$ cat src/rtl/otter_mmio_pkg.sv
// Shared MMIO address map, arbiter FSM states and read decode
// for the OTTER memory-mapped IO bus.
`timescale 1ns/1ps
package otter_mmio_pkg;

    localparam logic [31:0] SWITCHES_AD  = 32'h1100_0000;
    localparam logic [31:0] LEDS_AD      = 32'h1100_0020;
    localparam logic [31:0] SSEG_AD      = 32'h1100_0040;
    localparam logic [23:0] MMIO_BASE_HI = 24'h110000;

    typedef enum logic [1:0] {
        IDLE,
        PEND,
        ACK
    } m1_state_e;

    // Read mux shared by the CPU path and master 1
    function automatic logic [31:0] mmio_read(
        input logic [31:0] addr,
        input logic [15:0] sw,
        input logic [15:0] leds,
        input logic [15:0] sseg
    );
        logic [31:0] r;
        r = 32'h0;
        case (addr)
            SWITCHES_AD: r = {16'h0, sw};
            LEDS_AD:     r = {16'h0, leds};
            SSEG_AD:     r = {16'h0, sseg};
            default:     r = 32'h0;
        endcase
        return r;
    endfunction

endpackage

$ cat src/rtl/mmio_bus_arbiter_sync2.sv
// Two-flop synchronizer for asynchronous board inputs.
// Output follows the input two clock edges later.
`timescale 1ns/1ps
module sync2 #(
    parameter int WIDTH = 16
) (
    input  logic             clk,
    input  logic             rst,
    input  logic [WIDTH-1:0] d_in,
    output logic [WIDTH-1:0] d_out
);

    logic [WIDTH-1:0] meta_q, meta_d;
    logic [WIDTH-1:0] sync_q, sync_d;

    // Shift the raw input through the two stages
    always_comb begin
        meta_d = d_in;
        sync_d = meta_q;
    end

    // Synchronizer flops
    always_ff @(posedge clk or posedge rst) begin
        if (rst) begin
            meta_q <= '0;
            sync_q <= '0;
        end else begin
            meta_q <= meta_d;
            sync_q <= sync_d;
        end
    end

    assign d_out = sync_q;

endmodule

$ cat src/rtl/mmio_bus_arbiter.sv
// OTTER MMIO bus arbiter: CPU has absolute priority, master 1
// waits out CPU bus activity or times out with an error ack.
`timescale 1ns/1ps
module mmio_bus_arbiter
    import otter_mmio_pkg::*;
#(
    parameter int TIMEOUT = 16
) (
    input  logic        CLK,
    input  logic        RST,
    input  logic [31:0] IOBUS_ADDR,
    input  logic [31:0] IOBUS_OUT,
    input  logic        IOBUS_WR,
    output logic [31:0] IOBUS_IN,
    input  logic [15:0] SWITCHES,
    output logic [15:0] LEDS,
    output logic [15:0] SSEG,
    input  logic        m1_req,
    input  logic        m1_wr,
    input  logic [31:0] m1_addr,
    input  logic [31:0] m1_wdata,
    output logic        m1_ack,
    output logic        m1_err,
    output logic [31:0] m1_rdata
);

    localparam int CW = $clog2(TIMEOUT + 1);

    m1_state_e   state_q, state_d;
    logic [31:0] addr_q, addr_d;
    logic        wr_q, wr_d;
    logic [15:0] wdata_q, wdata_d;
    logic [CW-1:0] cnt_q, cnt_d;
    logic [15:0] leds_q, leds_d;
    logic [15:0] sseg_q, sseg_d;
    logic        err_q, err_d;
    logic [31:0] rdata_q, rdata_d;

    logic [15:0] sw_sync;
    logic        cpu_busy;
    logic        m1_ok;
    logic        unused_bits;

    sync2 #(.WIDTH(16)) u_sw_sync (
        .clk   (CLK),
        .rst   (RST),
        .d_in  (SWITCHES),
        .d_out (sw_sync)
    );

    // CPU decode, arbitration and master 1 request sequencing
    always_comb begin
        state_d = state_q;
        addr_d  = addr_q;
        wr_d    = wr_q;
        wdata_d = wdata_q;
        cnt_d   = cnt_q;
        leds_d  = leds_q;
        sseg_d  = sseg_q;
        err_d   = err_q;
        rdata_d = rdata_q;

        cpu_busy = (IOBUS_ADDR[31:8] == MMIO_BASE_HI);
        IOBUS_IN = mmio_read(IOBUS_ADDR, sw_sync, leds_q, sseg_q);

        // Read-only SWITCHES and unmapped addresses fail at once
        m1_ok = ((addr_q == SWITCHES_AD) && !wr_q) ||
                (addr_q == LEDS_AD) ||
                (addr_q == SSEG_AD);

        if (IOBUS_WR) begin
            if (IOBUS_ADDR == LEDS_AD) leds_d = IOBUS_OUT[15:0];
            if (IOBUS_ADDR == SSEG_AD) sseg_d = IOBUS_OUT[15:0];
        end

        unique case (state_q)
            IDLE: begin
                if (m1_req) begin
                    addr_d  = m1_addr;
                    wr_d    = m1_wr;
                    wdata_d = m1_wdata[15:0];
                    cnt_d   = '0;
                    state_d = PEND;
                end
            end
            PEND: begin
                if (!m1_ok) begin
                    err_d   = 1'b1;
                    state_d = ACK;
                end else if (!cpu_busy) begin
                    err_d = 1'b0;
                    if (wr_q) begin
                        if (addr_q == LEDS_AD) leds_d = wdata_q;
                        if (addr_q == SSEG_AD) sseg_d = wdata_q;
                    end else begin
                        rdata_d = mmio_read(addr_q, sw_sync,
                                            leds_q, sseg_q);
                    end
                    state_d = ACK;
                end else if (cnt_q == CW'(TIMEOUT - 1)) begin
                    err_d   = 1'b1;
                    state_d = ACK;
                end else begin
                    cnt_d = cnt_q + CW'(1);
                end
            end
            ACK: begin
                state_d = IDLE;
            end
            default: begin
                state_d = IDLE;
            end
        endcase
    end

    // State, request latch and register file
    always_ff @(posedge CLK or posedge RST) begin
        if (RST) begin
            state_q <= IDLE;
            addr_q  <= '0;
            wr_q    <= 1'b0;
            wdata_q <= '0;
            cnt_q   <= '0;
            leds_q  <= '0;
            sseg_q  <= '0;
            err_q   <= 1'b0;
            rdata_q <= '0;
        end else begin
            state_q <= state_d;
            addr_q  <= addr_d;
            wr_q    <= wr_d;
            wdata_q <= wdata_d;
            cnt_q   <= cnt_d;
            leds_q  <= leds_d;
            sseg_q  <= sseg_d;
            err_q   <= err_d;
            rdata_q <= rdata_d;
        end
    end

    assign LEDS     = leds_q;
    assign SSEG     = sseg_q;
    assign m1_ack   = (state_q == ACK);
    assign m1_err   = err_q;
    assign m1_rdata = rdata_q;

    assign unused_bits = ^{IOBUS_OUT[31:16], m1_wdata[31:16]};

endmodule

$ cat config.mk
export PLATFORM = sky130hd
export DESIGN_NAME = mmio_bus_arbiter
export DESIGN_NICKNAME = d
export VERILOG_FILES = /design/src/rtl/otter_mmio_pkg.sv /design/src/rtl/mmio_bus_arbiter_sync2.sv /design/src/rtl/mmio_bus_arbiter.sv
export SDC_FILE = /design/constraint.sdc
export NUM_CORES = 1
export LEC_CHECK = 0
export CAP_MARGIN = 20
export CORE_ASPECT_RATIO = 1.2
export CORE_MARGIN = 5
export CORE_UTILIZATION = 50
export CTS_BUF_LIST = sky130_fd_sc_hd__clkbuf_8
export DETAILED_ROUTE_END_ITERATION = 12
export GPL_TIMING_DRIVEN = 0
export PLACE_DENSITY = 0.89
export RECOVER_POWER = 50
export SLEW_MARGIN = 20
export SYNTH_ARGS = -nofsm -noshare
export SYNTH_HDL_FRONTEND = slang
export SYNTH_SLANG_ARGS = --single-unit
export TNS_END_PERCENT = 100
$ cat constraint.sdc
create_clock -name CLK -period 8.25 [get_ports CLK]
set_input_delay 0.825 -clock CLK [delete_from_list [all_inputs] [get_ports CLK]]
set_output_delay 0.825 -clock CLK [all_outputs]
set_load 0.02 [all_outputs]
After elaboration in Yosys (flattened, before gate mapping)
Index checks and enable logic that the tools add are counted.
{"block": "word_totals", "out_inout_bits": 98, "reg_bits": 153, "in_bits": 149}
{"block": "op_classes", "n_mux": 29, "bitwise_logic": 2, "n_eq_ne": 16, "reduce_logical": 11, "addsub": 1}
{"operator": "$mux W16", "n": 14}
{"operator": "$eq A32 B29 Y1 const B", "n": 6}
{"operator": "$pmux W16 S3", "n": 2}
{"operator": "$eq A24 B21 Y1 const B", "n": 1}
{"operator": "$mux W5", "n": 4}
{"operator": "$pmux W5 S2", "n": 1}
{"operator": "$mux W2", "n": 4}
{"operator": "$ne A2 B2 Y1 const B", "n": 4}
{"operator": "$reduce_and A2 Y1", "n": 3}
{"operator": "$add A5 B1 Y5 const B", "n": 1}
{"operator": "$eq A5 B4 Y1 const B", "n": 1}
{"operator": "$reduce_and A5 Y1", "n": 1}
{"operator": "$ne A4 B4 Y1 const B", "n": 1}
{"operator": "$pmux W2 S2", "n": 1}
{"operator": "$reduce_and A4 Y1", "n": 1}
{"operator": "$mux W1", "n": 3}
{"operator": "$ne A3 B2 Y1 const B", "n": 1}
{"operator": "$eq A2 B1 Y1 const B", "n": 1}
{"operator": "$eq A2 B2 Y1 const B", "n": 1}
{"operator": "$logic_not A2 Y1", "n": 1}
{"operator": "$logic_or A1 B1 Y1", "n": 2}
{"operator": "$not A1 Y1", "n": 2}
{"operator": "$reduce_bool A2 Y1", "n": 1}
{"operator": "$logic_and A1 B1 Y1", "n": 1}
{"operator": "$logic_not A1 Y1", "n": 1}

Logic depth before layout (Yosys ltp)
Gate-level depths: netlist of run 1.
{"block": "logic_depth", "word_depth": 8, "mapped_depth": 8}

Cells and area by module
A second synthesis of run 1 with hierarchy kept.
{"block": "unflattened", "cells_unflattened": 605, "area_unflattened_um2": 6438.7}
{"mod": "mmio_bus_arbiter", "area_per_inst_um2": 5634.2, "cells_each": 572, "seq_area_each_um2": 2627.5, "instances": 1}
{"mod": "sync2", "area_per_inst_um2": 804.5, "cells_each": 33, "seq_area_each_um2": 800.8, "instances": 1}

Worst setup path after synthesis of run 1
OpenSTA, ideal clock, no wires.
{"block": "synth_timing", "path_type": "input to output", "start": "in IOBUS_ADDR[27]", "end": "out IOBUS_IN[0]", "arrival_time_ps": 2654, "slack_ps": 4771, "cell_stages": 6, "n_path_buf": 2, "required_time_ps": 7425, "path_cell_list": "nor4b_1 nand4_1 or3_1 clkbuf_1 clkbuf_1 o21ai_0"}
{"block": "synth_via", "elab_chain_len": 2, "word_cells_on_any_way": 4, "classes_between": "eq/ne (3); mux (1)"}
{"element": "start: declaration", "line_no": "mmio_bus_arbiter.sv:11", "source": "input logic [31:0] IOBUS_ADDR,"}
{"element": "$eq A32 B29 Y1", "line_no": "otter_mmio_pkg.sv:26", "source": "case (addr)"}
{"element": "$pmux W16 S3 (*)", "line_no": "otter_mmio_pkg.sv:26"}
{"element": "end: declaration", "line_no": "mmio_bus_arbiter.sv:14", "source": "output logic [31:0] IOBUS_IN,"}
Mark *: on every way between the ends. The rest lies on a longest branch, timed or not.

Final worst setup path of run 1
{"block": "layout_timing", "start": "in IOBUS_ADDR[21]", "end": "out IOBUS_IN[13]"}
Same word-level chain as after synthesis.

==> results of run 1 <==
-- registers in the layout (all words and copies together) (netlist names), 2 cells and up --
name,flops
LEDS,16
SSEG,16
addr_q,32
cnt_q,5
m1_rdata,16
state_q,2
u_sw_sync.d_out,16
u_sw_sync.meta_q,16
wdata_q,16
-- where the power goes --
group	leakage (nW)	internal, mW	total [mW]	switching, mW
clock network	0.173	0.246	0.513	0.267
logic	2.45	0.124	0.270	0.146
registers	1.75	0.739	0.787	0.0482
total	4.37	1.11	1.57	0.461
-- cell type report --
type / instances / area, um^2
fillers: 916 / 3970
flip-flops and latches: 137 / 3430
multi-input cells: 440 / 2870
repair buffers: 182 / 1840
plain buffers: 64 / 418
clock buffers: 18 / 248
well taps: 168 / 210
clock inverters: 14 / 125
inverters: 5 / 20.0
diodes: 1 / 2.50
-- kinds of logic after synthesis --
| logic type | Yosys count | synth area share, % |
|---|---|---|
| AOI/OAI and AO/OA | 41 | 3.37 |
| adders and majority gates | 2 | 0.378 |
| buffers and inverters | 69 | 6.60 |
| DFF | 137 | 51.8 |
| muxes | 114 | 20.5 |
| other | 1 | 0.0567 |
| and+or+nand+nor | 251 | 17.3 |
-- placed cells by master, fill, tap and decap left out, types with 3 or more instances in the layout --
cell type	instances
a21oi_1	17
buf_1	6
buf_2	4
buf_4	33
buf_6	5
clkbuf_1	15
clkbuf_8	18
clkdlybuf4s50_1	164
clkinv_2	3
clkinv_4	3
clkinvlp_4	6
conb_1	32
dfrtp_1	137
dlygate4sd3_1	17
inv_1	4
mux2_1	5
mux2_2	45
mux2_4	30
mux2i_1	34
nand2_1	168
nor2_1	36
nor2b_1	3
nor4_1	11
o21ai_0	18
or4_1	4
-- worst min path at each step --
stage                          from                   to  slack, ps  cells after the start
6_report       u_sw_sync.meta_q[12]  u_sw_sync.d_out[12]        350                      0
2_1_floorplan   u_sw_sync.meta_q[0]   u_sw_sync.d_out[0]        330                      0
3_3_place_gp   u_sw_sync.meta_q[13]  u_sw_sync.d_out[13]        330                      0
4_1_cts        u_sw_sync.meta_q[12]  u_sw_sync.d_out[12]        350                      0
3_5_place_dp   u_sw_sync.meta_q[12]  u_sw_sync.d_out[12]        330                      0
5_1_grt        u_sw_sync.meta_q[14]  u_sw_sync.d_out[14]        350                      0
-- stage by stage --
stage	instance area [um^2]	worst slack [ps]	util [%]	power, mW
floorplan	6730	3760	-	0.952
global placement	8750	2070	66.7	1.05
detailed placement	8790	2980	67.0	1.07
CTS	9160	2970	69.8	1.58
global route	9160	2740	69.8	1.65
finish	9160	2960	69.8	1.57
-- per-layer routing --
| metal | wire [um] | share of wire [%] |
|---|---|---|
| met3 | 1370 | 7.8 |
| met2 | 9280 | 53 |
| met1 | 6440 | 37 |
| met4 | 505 | 2.9 |
| met5 | 0 | 0 |
==> flow_summary_export.csv, run 1 <==
group,metric,value,unit
global_route,use_met2,40.7,%
global_route,grt_use_met1,26.0,%
yosys,synth_common_cells,"nand2_1 (168), dfrtp_1 (137), mux2_2 (45)",
sta,finalClockSkew,12.3,ps
die,start_util,50.4,%
cells_and_area,nNetsFinal,998,
sta,timing.slew.headroom,-96.2,%
route,remaining_drc_errors,0,
route,dr.pass1.iters,4,
yosys,synth_top_area_share,51.8,%
critical_path,worst-path-stages,8,
yosys,synth_top_area_cell,"dfrtp_1",
sta,setup_viol,0,
route,vias,5247,
sta,rsz0062_at_grt,"no",
place,dp_hpwl,13300,um
yosys,syn_inst,615,
route,viasPerCell,5.10,
die,dieArea,15600,um^2
cts,cts_made_buffers,17,
global_route,gr-usage-met3,4.59,%
global_route,grtUsageTotal,22.9,%
place,portBuffers,181,
global_route,top_usage_layer,"met2",
die,die_h,136,um
sta,hold_viol,0,
outcome,violations,"capacitance limit, slew limit",
die,die_w,115,um
critical_path,ff2ff_setup_slack,5730,ps
sta,fin_tns_setup,0,ps
sta,slew_viol_final,67,
critical_path,cp_max_fo,10,
cts,cts_tree,"done",
cts,ctsResizeCount,0,
power_and_ir_drop,ir_worst_vdd,133,uV
global_route,grt_pass1_wl,27600,um
cells_and_area,area_growth,38.4,%
critical_path,timing.rr.start,"addr_q[8]",
route,wl_per_cell,17.1,um
cts,clk_pin_slew_worst_paths,80,ps
yosys,synth_ff_type,"dfrtp_1",
power_and_ir_drop,power_density,171,nW/um^2
yosys,yosys-top-cells-area,"dfrtp_1 (52%), nand2_1 (9.5%), mux2_2 (7.7%)",
sta,max_freq,189,MHz
yosys,ys_ff_latch,137,
critical_path,crit_path_cell_trace,"clkdlybuf4s50_1, nor4b_1, nand4_1, nor3_1, clkbuf_1, nand2_1, o21ai_0, clkdlybuf4s50_1",
place,globalplace.congestion,0.813,
critical_path,worstReg2RegEnd,"m1_rdata[7]",
global_route,grt_pass1_vias,5456,
cts,clkLatencyLatePin,440,ps
power_and_ir_drop,leakage,4.37,nW
yosys,yosys_warnings,0,
yosys,ys_seq_area_share,51.8,%
cells_and_area,drive_gt1_share,18.8,%
yosys,synth_edf_count,0,
critical_path,cp-end-kind,"primary output",
cts,clock-sinks,137,
critical_path,critPathSlowestCell,"nor3_1",
cts,cts.path.max_buffers,2,
place,place_inst,996,
cts,cts_hold_buf,0,
critical_path,criticalPathCategory,"in -> out",
die,design.core.area,13100,um^2
global_route,grt_max_degree,72,
yosys,async_flop_share,100,%
die,pin_count,247,
critical_path,cp.required,7420,ps
cts,ctsHtreeMaxLevel,4,
cells_and_area,final_cell_count_no_fill,1029,
yosys,syn_area_per_cell,10.8,um^2
critical_path,crit_path_max_incr_delay,950,ps
route,drtIter0Drc,225,
sta,holdWs,353,ps
route,postRouteAntennaNets,0,
die,rows,46,
sta,worst_slew_pin_slew,2930,ps
cts,root_buffer,"clkbuf_8",
job,max_cap_violations,1,
critical_path,critPathLaunchType,"primary input",
critical_path,crit_arrival,4460,ps
global_route,grt-ovfl-total,0,
sta,finalCritPeriodShare,64.1,%
critical_path,crit_end,"IOBUS_IN[13]",
critical_path,crit_family,"simple AND/OR/NAND/NOR gates",
yosys,syn_area,6610,um^2
critical_path,path_buf_inv,3,
critical_path,reg2regPathDepth,8,
critical_path,cp_common_cell,"clkdlybuf4s50_1",
global_route,antenna_found_initial,1,
yosys,synth.distinct_cells,45,
min_path,hold_class,"reg -> reg",
critical_path,critPathLaunch,"IOBUS_ADDR[21]",
cts,post_cts_buffers,0,
sta,period_needed,5290,ps
route,routed_wl,17600,um
outcome,status,"finished with violations",
yosys,yosysMostFrequentCell,"nand2_1",
(Power assumes the default switching activity.)
==> run 2, diff against run 1 <==
Settings changed: CORE_UTILIZATION 50 to 42, PLACE_DENSITY 0.89 to 0.8.
Clock period 8.25 ns to 4.6 ns, I/O delays scaled along.
==> run 2 against run 1 <==
  * The run still ends with capacitance limit, slew limit left
  * Final cell count up 3.8%
  * Sequential share of layout area down 0.077 points
  * Global-route usage is 3.9 points lower
  * First-iteration DRC count is 40% higher
  * Critical path depth stayed put
  * Routed wire length increased by 0.32%
  * Die area increased by 17%
  * Total power increased by 77%
  * Sequential power is 79% higher
  * Hold slack worse by 12 ps
  * Combinational power grew 77%
  * Clock-buffer cell count unchanged
  * Highest routed layer unchanged
==> flow_summary_export.csv, run 2 (synthesized netlist as in run 1, its figures left out) <==
group,metric,value,unit
outcome,status,"finished with violations",
outcome,violations,"capacitance limit, slew limit",
critical_path,worstReg2RegEnd,"m1_rdata[8]",
cells_and_area,drive_gt1_share,19.0,%
min_path,min_from,"u_sw_sync.meta_q[5]",
die,dieArea,18400,um^2
power_and_ir_drop,power_switching,0.843,mW
die,die_h,147,um
sta,hold_viol,0,
sta,max_freq,239,MHz
critical_path,crit_path_cell_trace,"clkdlybuf4s50_1, nor4b_1, nand4_1, nor3_2, clkbuf_1, nand2_1, o21ai_0, clkdlybuf4s50_1",
power_and_ir_drop,leakage,4.35,nW
power_and_ir_drop,swShare,30.3,%
sta,worst_slew_pin_slew,2340,ps
cells_and_area,final_cell_count_no_fill,1068,
sta,rsz0062_at_grt,"no",
critical_path,critPathLaunchType,"primary input",
cells_and_area,seq_area,3430,um^2
sta,period_needed,4180,ps
critical_path,cp_max_fo,10,
cells_and_area,largest-register,"addr_q",
sta,timing.slew.headroom,-56.2,%
power_and_ir_drop,p_comb_share,17.1,%
cts,post_cts_buffers,0,
cts,cts_made_buffers,17,
cts,ctsHtreeMaxLevel,4,
route,vias,5134,
critical_path,criticalPathCategory,"in -> out",
cells_and_area,area_growth,38.7,%
cts,cts_tree,"done",
cts,cts.path.max_buffers,2,
job,max_cap_violations,1,
cells_and_area,stdcell_area,9180,um^2
cells_and_area,fill_cells,1337,
global_route,grt_pass1_vias,5275,
power_and_ir_drop,seq_power_share,50.7,%
global_route,antenna_found_initial,0,
die,pin_count,247,
route,drtIter0Drc,315,
critical_path,ff2ff_setup_slack,2090,ps
sta,slew_viol_final,107,
place,place_ws,123,ps
die,start_util,42.6,%
cells_and_area,multiInputGateArea,2870,um^2
cells_and_area,final_common_cell,"nand2_1",
power_and_ir_drop,internal_power,1.94,mW
critical_path,crit_arrival,3720,ps
global_route,grt_max_degree,107,
cells_and_area,n_antenna_cell,0,
min_path,holdPathEnd,"u_sw_sync.d_out[5]",
critical_path,critPathSlowestCell,"clkdlybuf4s50_1",
sta,setup_viol,0,
place,dpl-instance-area,8840,um^2
route,dr.pass1.iters,7,
critical_path,timing.rr.start,"addr_q[0]",
cts,cts_hold_buf,0,
power_and_ir_drop,power_density,303,nW/um^2
global_route,grtUsageTotal,19.0,%
cts,clk_pin_slew_worst_paths,80,ps
route,routed_wl,17700,um
global_route,grt-ovfl-total,0,
sta,finalClockSkew,13.4,ps
place,place_inst,1036,
place,portBuffers,181,
power_and_ir_drop,clkPwrFrac,32.2,%
power_and_ir_drop,ir_worst_vdd,211,uV
critical_path,cp_common_cell,"clkdlybuf4s50_1",
critical_path,reg2regPathDepth,8,
min_path,min_path_cells,0,
cts,clkLatencyLatePin,450,ps
sta,holdWs,340,ps
cells_and_area,nNetsFinal,998,
cts,root_buffer,"clkbuf_8",
global_route,grt_pass1_wl,27600,um
critical_path,crit_path_max_incr_delay,680,ps
cts,clock-sinks,137,
route,wl_per_cell,16.5,um
cells_and_area,largest_register_ffs,32,
min_path,hold_class,"reg -> reg",
place,globalplace.congestion,0.852,
route,viasPerCell,4.81,
sta,setup_ws,424,ps
die,rows,50,
critical_path,cp-end-kind,"primary output",
place,dp_hpwl,13500,um
cells_and_area,final_cell_mix,"nand2_1 (168), clkdlybuf4s50_1 (164), dfrtp_1 (137)",
die,die_w,125,um
route,remaining_drc_errors,0,
die,design.core.area,15500,um^2
sta,finalCritPeriodShare,90.8,%
critical_path,cp.required,4140,ps
route,postRouteAntennaNets,0,
run 2: metrics by stage:
step,total power [mW],TNS (ps),util [%]
after global routing,2.93,0,59.1
after floorplan,1.71,0,-
final,2.78,0,59.1
after global placement,1.89,-180510,56.7
after CTS,2.82,0,59.3
after detailed placement,1.91,0,57.0
run 2: cell type report:
| cell class | count | area share (%) |
|---|---|---|
| timing repair buffer | 182 | 19.8 |
| buffer | 64 | 4.55 |
| sequential | 137 | 37.4 |
| clock buffer | 18 | 2.70 |
| multi-input combinational | 440 | 31.3 |
| tap | 208 | 2.84 |
| inverter | 5 | 0.218 |
| clock inverter | 14 | 1.24 |
run 2: routing by layer:
layer | routed length (um) | global-route usage [%] | part of all wire, % | up-vias
li1 | - | - | - | 2471
met1 | 7050 | 22.4 | 40 | 2461
met2 | 9120 | 33.1 | 52 | 181
met3 | 1110 | 5.28 | 6.3 | 21
met4 | 379 | 7.24 | 2.1 | 0
met5 | 0 | 0 | 0 | -
run 2: how the worst max path moves through the flow:
stage	slack, ps	cells after the start	to	start
2_1_floorplan	470	1	LEDS[0]	RST
3_3_place_gp	-1330	2	u_sw_sync.d_out[4]	RST
3_5_place_dp	120	8	IOBUS_IN[14]	IOBUS_ADDR[21]
4_1_cts	110	8	IOBUS_IN[14]	IOBUS_ADDR[21]
5_1_grt	190	8	IOBUS_IN[0]	IOBUS_ADDR[21]
6_report	420	8	IOBUS_IN[14]	IOBUS_ADDR[21]
run 2: power by group through the flow:
stage,Clock (mW),Sequential (mW),Combinational [mW]
final,0.896,1.41,0.477
after global routing,0.974,1.43,0.533
after detailed placement,0,1.43,0.482
after floorplan,0,1.40,0.303
after global placement,0,1.43,0.467
after CTS,0.921,1.41,0.486
run 2: worst max-delay path: cells and delay by family:
family | cells | cell delay [ps]
buffers and inverters | 3 | 1580
AND/OR/NAND/NOR | 4 | 1520
AO/OA/AOI/OAI | 1 | 140
run 2: timing repair:
| action | 4_1_cts | 5_1_grt |
|---|---|---|
| endpoints found under the hold margin | 0 | 0 |
| endpoints found under the setup margin | 0 | 8 |
| gates resized for setup | 0 | 1 |
